<file path="config.mk">
export PLATFORM = sky130hd
export DESIGN_NAME = konwersja_odwrotna
export DESIGN_NICKNAME = d
export VERILOG_FILES = /design/src/rtl/konwersja_pkg.sv /design/src/rtl/konwersja_mac10.sv /design/src/rtl/konwersja_odwrotna.sv
export SDC_FILE = /design/constraint.sdc
export NUM_CORES = 1
export LEC_CHECK = 0
export ABC_AREA = 0
export CORE_MARGIN = 8
export CORE_UTILIZATION = 30
export CTS_BUF_LIST = sky130_fd_sc_hd__clkbuf_16
export DETAILED_ROUTE_END_ITERATION = 8
export PLACE_DENSITY_LB_ADDON = 0.08
export SLEW_MARGIN = 20
export SYNTH_ARGS = -nofsm -noshare
export SYNTH_HDL_FRONTEND = slang
export SYNTH_SLANG_ARGS = --single-unit
</file>
<file path="constraint.sdc">
create_clock -name i_clk -period 10.6 [get_ports i_clk]
set_clock_uncertainty 0.05 [all_clocks]
set_input_delay 2.12 -clock i_clk [delete_from_list [all_inputs] [get_ports i_clk]]
set_output_delay 2.12 -clock i_clk [all_outputs]
set_load 0.02 [all_outputs]
</file>
<file path="src/rtl/konwersja_pkg.sv">
// konwersja_pkg: shared types and constants for the BCD/binary conversion blocks
package konwersja_pkg;

    typedef enum logic [1:0] {IDLE, BUSY, DONE} state_t;

    localparam int BCD_BASE      = 10;
    localparam int BCD_MAX_DIGIT = 9;

endpackage

</file>
<file path="src/rtl/konwersja_mac10.sv">
// konwersja_mac10: one decimal fold step, acc*10 + digit, with overflow and bad-digit flags
module konwersja_mac10
    import konwersja_pkg::*;
#(
    parameter int WIDTH = 32
) (
    input  logic [WIDTH+3:0] acc,
    input  logic [3:0]       digit,
    output logic [WIDTH-1:0] result,
    output logic             overflow,
    output logic             bad_digit
);

    logic [WIDTH+3:0] sum;

    assign sum       = (acc << 3) + (acc << 1) + {{WIDTH{1'b0}}, digit};
    assign result    = sum[WIDTH-1:0];
    assign overflow  = |sum[WIDTH+3:WIDTH];
    assign bad_digit = digit > 4'(BCD_MAX_DIGIT);

endmodule

</file>
<file path="src/rtl/konwersja_odwrotna.sv">
// konwersja_odwrotna: sequential BCD-to-binary converter, one digit per clock, MSB digit first
module konwersja_odwrotna
    import konwersja_pkg::*;
#(
    parameter int WIDTH  = 32,
    parameter int DIGITS = 10
) (
    input  logic                  i_clk,
    input  logic                  i_rst_n,
    input  logic                  i_start,
    input  logic [4*DIGITS-1:0]   i_argA,
    output logic                  o_ready,
    output logic                  o_valid,
    output logic [WIDTH-1:0]      o_result,
    output logic                  o_overflow,
    output logic                  o_err
);

    localparam int CW = (DIGITS > 1) ? $clog2(DIGITS) : 1;

    state_t              state;
    logic [4*DIGITS-1:0] operand;
    logic [CW-1:0]       cnt;
    logic [WIDTH-1:0]    acc;
    logic                ovf;
    logic                err;
    logic [3:0]          digit;
    logic [WIDTH-1:0]    mac_result;
    logic                mac_ovf;
    logic                mac_bad;

    assign digit = operand[4*cnt +: 4];

    konwersja_mac10 #(.WIDTH(WIDTH)) u_mac (
        .acc       ({4'b0000, acc}),
        .digit     (digit),
        .result    (mac_result),
        .overflow  (mac_ovf),
        .bad_digit (mac_bad)
    );

    // Control FSM: capture operand on start, fold one digit per cycle, flag sticky errors
    always_ff @(posedge i_clk or negedge i_rst_n) begin
        if (!i_rst_n) begin
            state   <= IDLE;
            operand <= '0;
            cnt     <= '0;
            acc     <= '0;
            ovf     <= 1'b0;
            err     <= 1'b0;
        end else begin
            case (state)
                IDLE: if (i_start) begin
                    operand <= i_argA;
                    acc     <= '0;
                    ovf     <= 1'b0;
                    err     <= 1'b0;
                    cnt     <= CW'(DIGITS - 1);
                    state   <= BUSY;
                end
                BUSY: begin
                    acc <= mac_result;
                    ovf <= ovf | mac_ovf;
                    err <= err | mac_bad;
                    cnt <= cnt - 1'b1;
                    if (cnt == '0) state <= DONE;
                end
                DONE:    state <= IDLE;
                default: state <= IDLE;
            endcase
        end
    end

    assign o_ready    = (state == IDLE);
    assign o_valid    = (state == DONE);
    assign o_result   = acc;
    assign o_overflow = ovf;
    assign o_err      = err;

endmodule

</file>
; After elaboration in Yosys (flattened, before gate mapping)
; Cells that the tools add are included.
; W data, S select, Z words.
[classes]
addsub = 3
n_lt_le_gt_ge = 1
n_eq_ne = 4
shifts = 1
muxes = 10
bitwise = 2
n_reduce_logical = 7
[op_table]
columns = op, n
row1 = $pmux W32 S2, 1
row2 = $shiftx A40 B7 Y4, 1
row3 = $add A35 B33 Y36, 1
row4 = $add A36 B4 Y36, 1
row5 = $mux W32, 1
row6 = $pmux W4 S2, 1
row7 = $reduce_and A2 Y1, 3
row8 = $gt A4 B4 Y1 const B, 1
row9 = $logic_not A4 Y1, 1
row10 = $mux W2, 2
row11 = $mux W4, 1
row12 = $ne A2 B2 Y1 const B, 2
row13 = $pmux W1 S2, 2
row14 = $pmux W2 S2, 1
row15 = $reduce_or A4 Y1, 1
row16 = $sub A4 B1 Y4 const B, 1
row17 = $eq A2 B1 Y1 const B, 1
row18 = $eq A2 B2 Y1 const B, 1
row19 = $logic_not A2 Y1, 1
row20 = $or A1 B1 Y1, 2
row21 = $reduce_bool A2 Y1, 1
row22 = $mux W1, 1
[word_totals]
register_bits = 80
inputBits = 43

; Longest topological paths before layout
; Gate-level depths: netlist of the first run.
[depth]
depth_word = 5
mapped_depth = 17
mapped_depth_nobuf = 16

; Hierarchy
; Synthesis of the first run repeated with hierarchy kept, for this count alone.
[hier_totals]
cells_unflattened = 695
hier_area_um2 = 5829.3
[by_module_without_submodules]
columns = mod, instances, cells_each, area_each_um2, seq_area_each_um2
row1 = konwersja_odwrotna, 1, 385, 3475.8, 2001.9
row2 = konwersja_mac10, 1, 310, 2353.5, 0.0

; Worst setup path after synthesis of the first run
; Ideal clock, no wire load.
[synth_timing]
path_kind = register -> register
from = reg cnt[0]
to = reg acc[24] (netlist: o_result[24])
setup_time_ns = 0.129
arrival_time_ns = 3.613
required_time_ns = 10.421
slack_ns = 6.808
path_stages_with_launch = 16
n_path_buf = 2
period_less_slack_ns = 3.792
cell_sequence = dfrtp_1 buf_2 buf_2 mux2_2 a221oi_1 a21o_1 fa_1 fa_1 nor2b_1 o2111ai_1 nand4b_1 nand4_1 o311a_1 o21ai_1 xnor2_1 o21ai_1
[synth_between]
elab_chain_len = 3
[synth_rtl]
columns = item, line_no
row1 = "start, declared", konwersja_odwrotna.sv:23  ; logic [CW-1:0] cnt;
row2 = "start signal, assigned", konwersja_odwrotna.sv:58  ; cnt <= CW'(DIGITS - 1);
row3 = "start signal, assigned", konwersja_odwrotna.sv:65  ; cnt <= cnt - 1'b1;
row4 = $shiftx A40 B7 Y4, konwersja_odwrotna.sv:32  ; assign digit = operand[4*cnt +: 4];
row5 = $add A36 B4 Y36, konwersja_mac10.sv:16  ; assign sum = (acc << 3) + (acc << 1) + {{WIDTH{1'b0}}, digit};
row6 = $pmux W32 S2, konwersja_odwrotna.sv:52  ; case (state)
row7 = "end signal, assigned", konwersja_odwrotna.sv:62  ; acc <= mac_result;
row8 = "end, declared", konwersja_odwrotna.sv:24  ; logic [WIDTH-1:0] acc;
; Every way passes these cells.
; A chain may end at the register's enable or synchronous reset.

; Final worst setup path of the first run
; Same ends and word-level chain as after synthesis.

==> flow_metrics.env, run 1 <==
export IMPL_chipHeight_um=152
export IMPL_timing_rr_end="o_result[24]"
export IMPL_cp_max_fo=16
export IMPL_die_area_um2=23100
export IMPL_ctsHoldBuffers=0
export IMPL_tightestPinTransition_ns=0.843
export IMPL_num_io_pins=79
export IMPL_synth_top_area_cell="dfrtp_1"
export IMPL_max_freq_ghz=0.219
export IMPL_clockBufferDepth=2
export IMPL_grt_max_degree=65
export IMPL_grtUsageTotal_pct=13.0
export IMPL_reg2reg_from="cnt[0]"
export IMPL_synth_async_sr_flop_share_pct=100
export IMPL_coreArea_um2=18000
export IMPL_netlist_area_leader_share_pct=36.1
export IMPL_fin_ws_ns=6.03
export IMPL_fillers=1851
export IMPL_synth_compound_area_share_pct=15.5
export IMPL_postCtsSetupBuffers=0
export IMPL_cts_buffers=9
export IMPL_yosys_area_share_simple_pct=20.2
export IMPL_antenna_found_initial=0
export IMPL_min_path_type="reg2reg"
export IMPL_cpMaxStageDelayCell="dfrtp_1"
export IMPL_r2r_cells=13
export IMPL_crit_buf_inv=0
export IMPL_first_iter_violations=196
export IMPL_cts_clk_slew_worst_paths_ns=0.07
export IMPL_cts_resized=0
export IMPL_area_delta_synth_final_pct=22.0
export IMPL_status="completed"
export IMPL_crit_path_end_kind="flop"
export IMPL_holdPathEnd="operand[13]"
export IMPL_max_stage_delay_ns=0.84
export IMPL_grt_pass1_vias=4794
export IMPL_grt_pass1_wl_mm=24.8
export IMPL_hold_start="operand[13]"
export IMPL_synth_area_leaders="dfrtp_1 (36%), ha_1 (14%), nand2_1 (10%), o21ai_0 (3.7%), nand3_1 (3.5%)"
export IMPL_hold_viol=0
export IMPL_setup_viol=0
export IMPL_drive_gt1_share_pct=7.08
export IMPL_yosysWarnings=0
export IMPL_critPathLaunchType="flop"
export IMPL_synth_area_mux_share_pct=4.06
export IMPL_tns_ns=0
export IMPL_drv_cap=0
export IMPL_fin_crit_sh_pct=43.1
export IMPL_ant_nets=0
export IMPL_syn_inst=613
export IMPL_rows=49
export IMPL_max_slew_margin_pct=43.7
export IMPL_rsz0062_at_grt="false"
export IMPL_r2r_slack_ns=6.03
export IMPL_drcViolationCount=0
export IMPL_ys_ff_latch=80
export IMPL_h_tree_depth=3
export IMPL_drt_wl_total_mm=14.7
export IMPL_slew_viol_final=0
export IMPL_clk_latency_ns=0.35
export IMPL_yosysSeqAreaShare_pct=36.1
export IMPL_synth_edff_count=0
export IMPL_viasPerCell=5.00
export IMPL_cts_sinks=80
export IMPL_min_path_cells=2
export IMPL_critPathKind="reg2reg"
export IMPL_place_congestion=0.768
export IMPL_root_buffer="clkbuf_16"
export IMPL_cp_required_ns=10.76
export IMPL_dieWidth_um=152
export IMPL_wl_per_cell_um=16.2
export IMPL_synth_xor_area_share_pct=4.58
export IMPL_cts_tree="done"
export IMPL_antennaDiodeCount=0
export IMPL_synthAdderAreaFrac_pct=15.2
export IMPL_ys_flop_type="dfrtp_1"
export IMPL_yosysUniqueCellTypes=65
export IMPL_arrival_ns=4.73
export IMPL_avgSynthCellArea_um2=9.04
export IMPL_drt_pass1_iter_count=4
export IMPL_overflow=0
export IMPL_synth_nets=722
export IMPL_hpwlAfterDp_mm=11.0
export IMPL_period_needed_ns=4.57
export IMPL_start_util_pct=30.8
export IMPL_path_delay_family="compound AO/OA/AOI/OAI gates"
export IMPL_port_buffers=78
export IMPL_path_cells="mux4_2 > a221oi_1 > a21o_1 > fa_1 > fa_1 > nor2b_1 > o2111ai_1 > nand4b_1 > nand4_1 > o311a_1 > o21ai_1 > xnor2_1 > o21ai_1"
export IMPL_synth_top_family_by_area="simple AND/OR/NAND/NOR gates"
export IMPL_vias=4531
export IMPL_place_ws_ns=5.99
export IMPL_fin_nets=782
export IMPL_synth_area_um2=5540
==> cell usage after synthesis, types with 2 or more instances <==
cell	count
a211oi_1	3
o211ai_1	2
nor3b_1	3
nor2b_1	6
mux2_2	4
nand3_1	39
inv_1	14
a21o_1	8
ha_1	64
clkbuf_8	3
o31ai_1	6
xnor2_1	14
o21a_1	2
nand3b_1	2
a31oi_1	6
nand4_1	7
nand2b_1	3
clkbuf_1	18
o21ai_0	41
nand4b_1	2
o21ai_1	4
or3_1	2
nor2_1	14
o2111ai_1	2
a21boi_0	2
mux4_2	8
xor2_1	15
and2_1	4
a221oi_1	3
buf_2	6
a2111oi_4	2
and3_1	3
o22ai_1	2
fa_1	2
nor3_1	3
dfrtp_1	80
a41oi_1	2
a21oi_1	31
nand2_1	155
==> worst max path at each step <==
stage               startpoint           end  slack, ns  depth (start not counted)
global placement        cnt[0]  o_result[24]       6.06                         13
floorplan               cnt[0]  o_result[24]       6.81                         15
detailed placement      cnt[0]  o_result[24]       5.99                         13
CTS                     cnt[0]  o_result[24]       5.98                         13
finish                  cnt[0]  o_result[24]       6.03                         13
global route            cnt[0]  o_result[24]       5.68                         13
==> placed cells by master, fill, tap and decap left out, drive strengths merged, types with 6 or more instances in the layout <==
cell	n
clkbuf	9
a21o	8
xor2	15
nand3	40
o21ai	45
xnor2	14
mux4	8
a31oi	6
nand4	7
nand2	155
dfrtp	80
ha	64
inv	18
clkdlybuf4s50	77
nor2	14
a21oi	32
and2	6
nor2b	6
o31ai	7
==> layer usage <==
layer	up-vias	GRT usage (%)	share of wire [%]
met5	-	0	0
met4	0	3.91	1.2
met3	14	2.96	2.9
met2	69	22.3	49
met1	2162	15.9	47
li1	2286	-	-
==> registers in the layout, indices dropped and copies added, names as in the netlist <==
| signal | cells |
|---|---|
| cnt | 4 |
| o_err | 1 |
| o_overflow | 1 |
| o_result | 32 |
| operand | 40 |
| state | 2 |
==> through the flow <==
stage          util, %  hold slack [ns]  cell area, um2  std cells
3_5_place_dp      35.8            0.408            6450        891
3_3_place_gp      35.8            0.406            6450        891
2_1_floorplan        -            0.390            5540        613
6_report          37.5            0.422            6760        907
4_1_cts           37.5            0.427            6760        907
5_1_grt           37.5            0.449            6760        907
==> cell families (layout without fill, tap and decap cells) <==
family	Yosys count	count (layout)
DFF	80	80
muxes	12	12
adders and majority gates	66	66
AOI/OAI and AO/OA	129	129
buffers and inverters	47	112
xor gates and xnor gates	29	29
and+or+nand+nor	250	250
==> layout make-up <==
type | instances | area [um2] | area share [%]
sequential | 80 | 2000 | 29.6
timing repair buffer | 81 | 801 | 11.8
clock inverter | 7 | 82.6 | 1.22
inverter | 15 | 56.3 | 0.832
tap | 229 | 287 | 4.24
clock buffer | 9 | 225 | 3.33
multi-input combinational | 486 | 3310 | 48.9
==> worst min-delay path, cell delays in order, from the launching register on <==
cell and delay (ns):
dfrtp_1 0.34, nand2_1 0.05, nand2_1 0.05
Power of run 1 is not shown: default switching activity piles up to over one toggle a cycle in this logic, so the estimate is an artifact.
==> run 2, diff against run 1 <==
==> constraint.sdc (replaced) <==
create_clock -name i_clk -period 4 [get_ports i_clk]
set_clock_uncertainty 0.05 [all_clocks]
set_input_delay 0.8 -clock i_clk [delete_from_list [all_inputs] [get_ports i_clk]]
set_output_delay 0.8 -clock i_clk [all_outputs]
set_load 0.02 [all_outputs]
==> run 2 against run 1 <==
  * Register-to-register slack worse by 6.0 ns
  * Core utilization is 1.3 points higher
  * First-iteration DRC count up 11%
  * Clock-buffer cell count unchanged
  * Hold slack worse by 0.0022 ns
  * Non-clock buffer count grew 19
  * Design area rose by 3.4%
  * Die area unchanged
  * Sequential cell count unchanged
  * Cell count increased by 2.1%
  * Global-route usage is 0.075 points higher
  * Worst setup slack got worse by 6.0 ns
==> flow_metrics.env, run 2 (same netlist as run 1, synthesis figures left out) <==
export IMPL_grtUsageTotal_pct=13.1
export IMPL_overflow=0
export IMPL_cpMaxStageDelayCell="mux4_2"
export IMPL_hold_start="operand[33]"
export IMPL_port_buffers=78
export IMPL_tightestPinTransition_ns=1.01
export IMPL_rsz0062_at_grt="true"
export IMPL_drv_cap=0
export IMPL_ant_nets=0
export IMPL_setup_viol=0
export IMPL_cp_depth=14
export IMPL_critPathKind="reg2reg"
export IMPL_cts_clk_slew_worst_paths_ns=0.07
export IMPL_cts_buffers=9
export IMPL_critPathLaunch="cnt[0]"
export IMPL_fin_crit_sh_pct=99.1
export IMPL_multi_input_area_um2=3390
export IMPL_min_path_type="reg2reg"
export IMPL_antenna_found_initial=0
export IMPL_slew_viol_final=0
export IMPL_area_delta_synth_final_pct=26.2
export IMPL_largest_register_ffs=40
export IMPL_seqCellArea_um2=2000
export IMPL_path_delay_family="simple AND/OR/NAND/NOR gates"
export IMPL_grt_pass1_wl_mm=25.0
export IMPL_critPathLaunchType="flop"
export IMPL_cts_sinks=80
export IMPL_crit_end="o_result[26]"
export IMPL_crit_path_frequent_cell="fa_2"
export IMPL_antennaDiodeCount=0
export IMPL_timing_rr_end="o_result[26]"
export IMPL_grt_busiest_layer="met2"
export IMPL_use_met1_pct=15.9
export IMPL_grt_use_met3_pct=2.43
export IMPL_drive_gt1_share_pct=11.9
export IMPL_wl_per_cell_um=16.1
export IMPL_viasPerCell=5.02
export IMPL_drt_wl_total_mm=15.0
export IMPL_reg2reg_from="cnt[0]"
export IMPL_rows=49
export IMPL_r2r_slack_ns=0.04
export IMPL_cp_required_ns=4.16
export IMPL_cts_tree="done"
export IMPL_path_cells="mux4_2 > a221oi_2 > a21o_1 > fa_2 > fa_2 > nor2b_2 > o2111ai_2 > nand4b_1 > nand4_1 > buf_4 > or3_4 > nand3_2 > xnor2_1 > o21ai_0"
export IMPL_grt_max_degree=67
export IMPL_drcViolationCount=0
export IMPL_status="completed"
export IMPL_crit_path_end_kind="flop"
export IMPL_max_slew_margin_pct=32.6
export IMPL_first_iter_violations=217
export IMPL_die_area_um2=23100
export IMPL_place_ws_ns=-0.0453
export IMPL_vias=4653
export IMPL_coreArea_um2=18000
export IMPL_crit_buf_inv=1
export IMPL_dieWidth_um=152
export IMPL_clockBufferDepth=2
export IMPL_met2_usage_pct=22.8
export IMPL_place_congestion=0.780
export IMPL_r2r_cells=14
export IMPL_num_io_pins=79
export IMPL_hold_viol=0
export IMPL_final_common_cell="nand2_1"
export IMPL_fin_ws_ns=0.0371
export IMPL_fin_nets=801
export IMPL_final_cell_mix="nand2_1 (154), dfrtp_1 (79), clkdlybuf4s50_1 (77), ha_1 (63), o21ai_0 (41)"
export IMPL_final_util_pct=38.8
export IMPL_max_stage_delay_ns=0.54
export IMPL_cp_max_fo=4
export IMPL_h_tree_depth=3
export IMPL_root_buffer="clkbuf_16"
export IMPL_start_util_pct=30.8
export IMPL_drt_pass1_iter_count=4
export IMPL_tns_ns=0
export IMPL_clk_latency_ns=0.35
export IMPL_top_register="operand"
export IMPL_max_freq_ghz=0.252
export IMPL_period_needed_ns=3.96
export IMPL_hpwlAfterDp_mm=11.3
export IMPL_arrival_ns=4.12
export IMPL_chipHeight_um=152
export IMPL_grt_pass1_vias=4887
export IMPL_fillers=1872
==> run 2: cell types whose count changed in the layout (fill, tap and decap cells not counted), sizes merged <==
cell	previous run	this run
buf	4	23
clkinv	1	2
clkinvlp	2	1
==> run 2: final cells by class <==
type | count | share of cell area (%)
sequential | 80 | 28.6
clock buffer | 9 | 3.22
tap | 229 | 4.10
inverter | 15 | 0.805
clock inverter | 7 | 1.23
multi-input combinational | 486 | 48.4
timing repair buffer | 100 | 13.6
==> run 2: how the worst min path moves through the flow <==
| stage | end | cells past startpoint | slack [ns] |
|---|---|---|---|
| global placement | operand[17] | 2 | 0.41 |
| floorplan | operand[36] | 2 | 0.39 |
| global route | operand[14] | 2 | 0.45 |
| detailed placement | operand[38] | 2 | 0.41 |
| finish | operand[33] | 2 | 0.42 |
| CTS | operand[38] | 2 | 0.43 |
==> run 2: worst min-delay path, cell delays in order (launching register included) <==
cell     delay (ns)
dfrtp_1        0.34
nand2_1        0.05
nand2_1        0.05
==> run 2: repair_timing <==
action                     CTS  global route
gates resized for setup      0            19
setup endpoints to repair    3            14
hold buffers                 0             0
setup buffers                0             5
pin swaps                    3             5
==> run 2: metrics by stage <==
| stage | cells | instance area, um2 | hold WS, ns |
|---|---|---|---|
| after floorplan | 613 | 5540 | 0.390 |
| after global placement | 905 | 6560 | 0.410 |
| after detailed placement | 905 | 6560 | 0.407 |
| after CTS | 921 | 6870 | 0.426 |
| after global routing | 926 | 7000 | 0.445 |
| final | 926 | 7000 | 0.419 |
==> run 2: per-layer routing <==
metal	up-vias	wire length [um]
li1	2322	-
met1	2242	6810
met2	76	7470
met3	13	485
met4	0	192
met5	-	0
Power of run 2 is left out for the same reason.
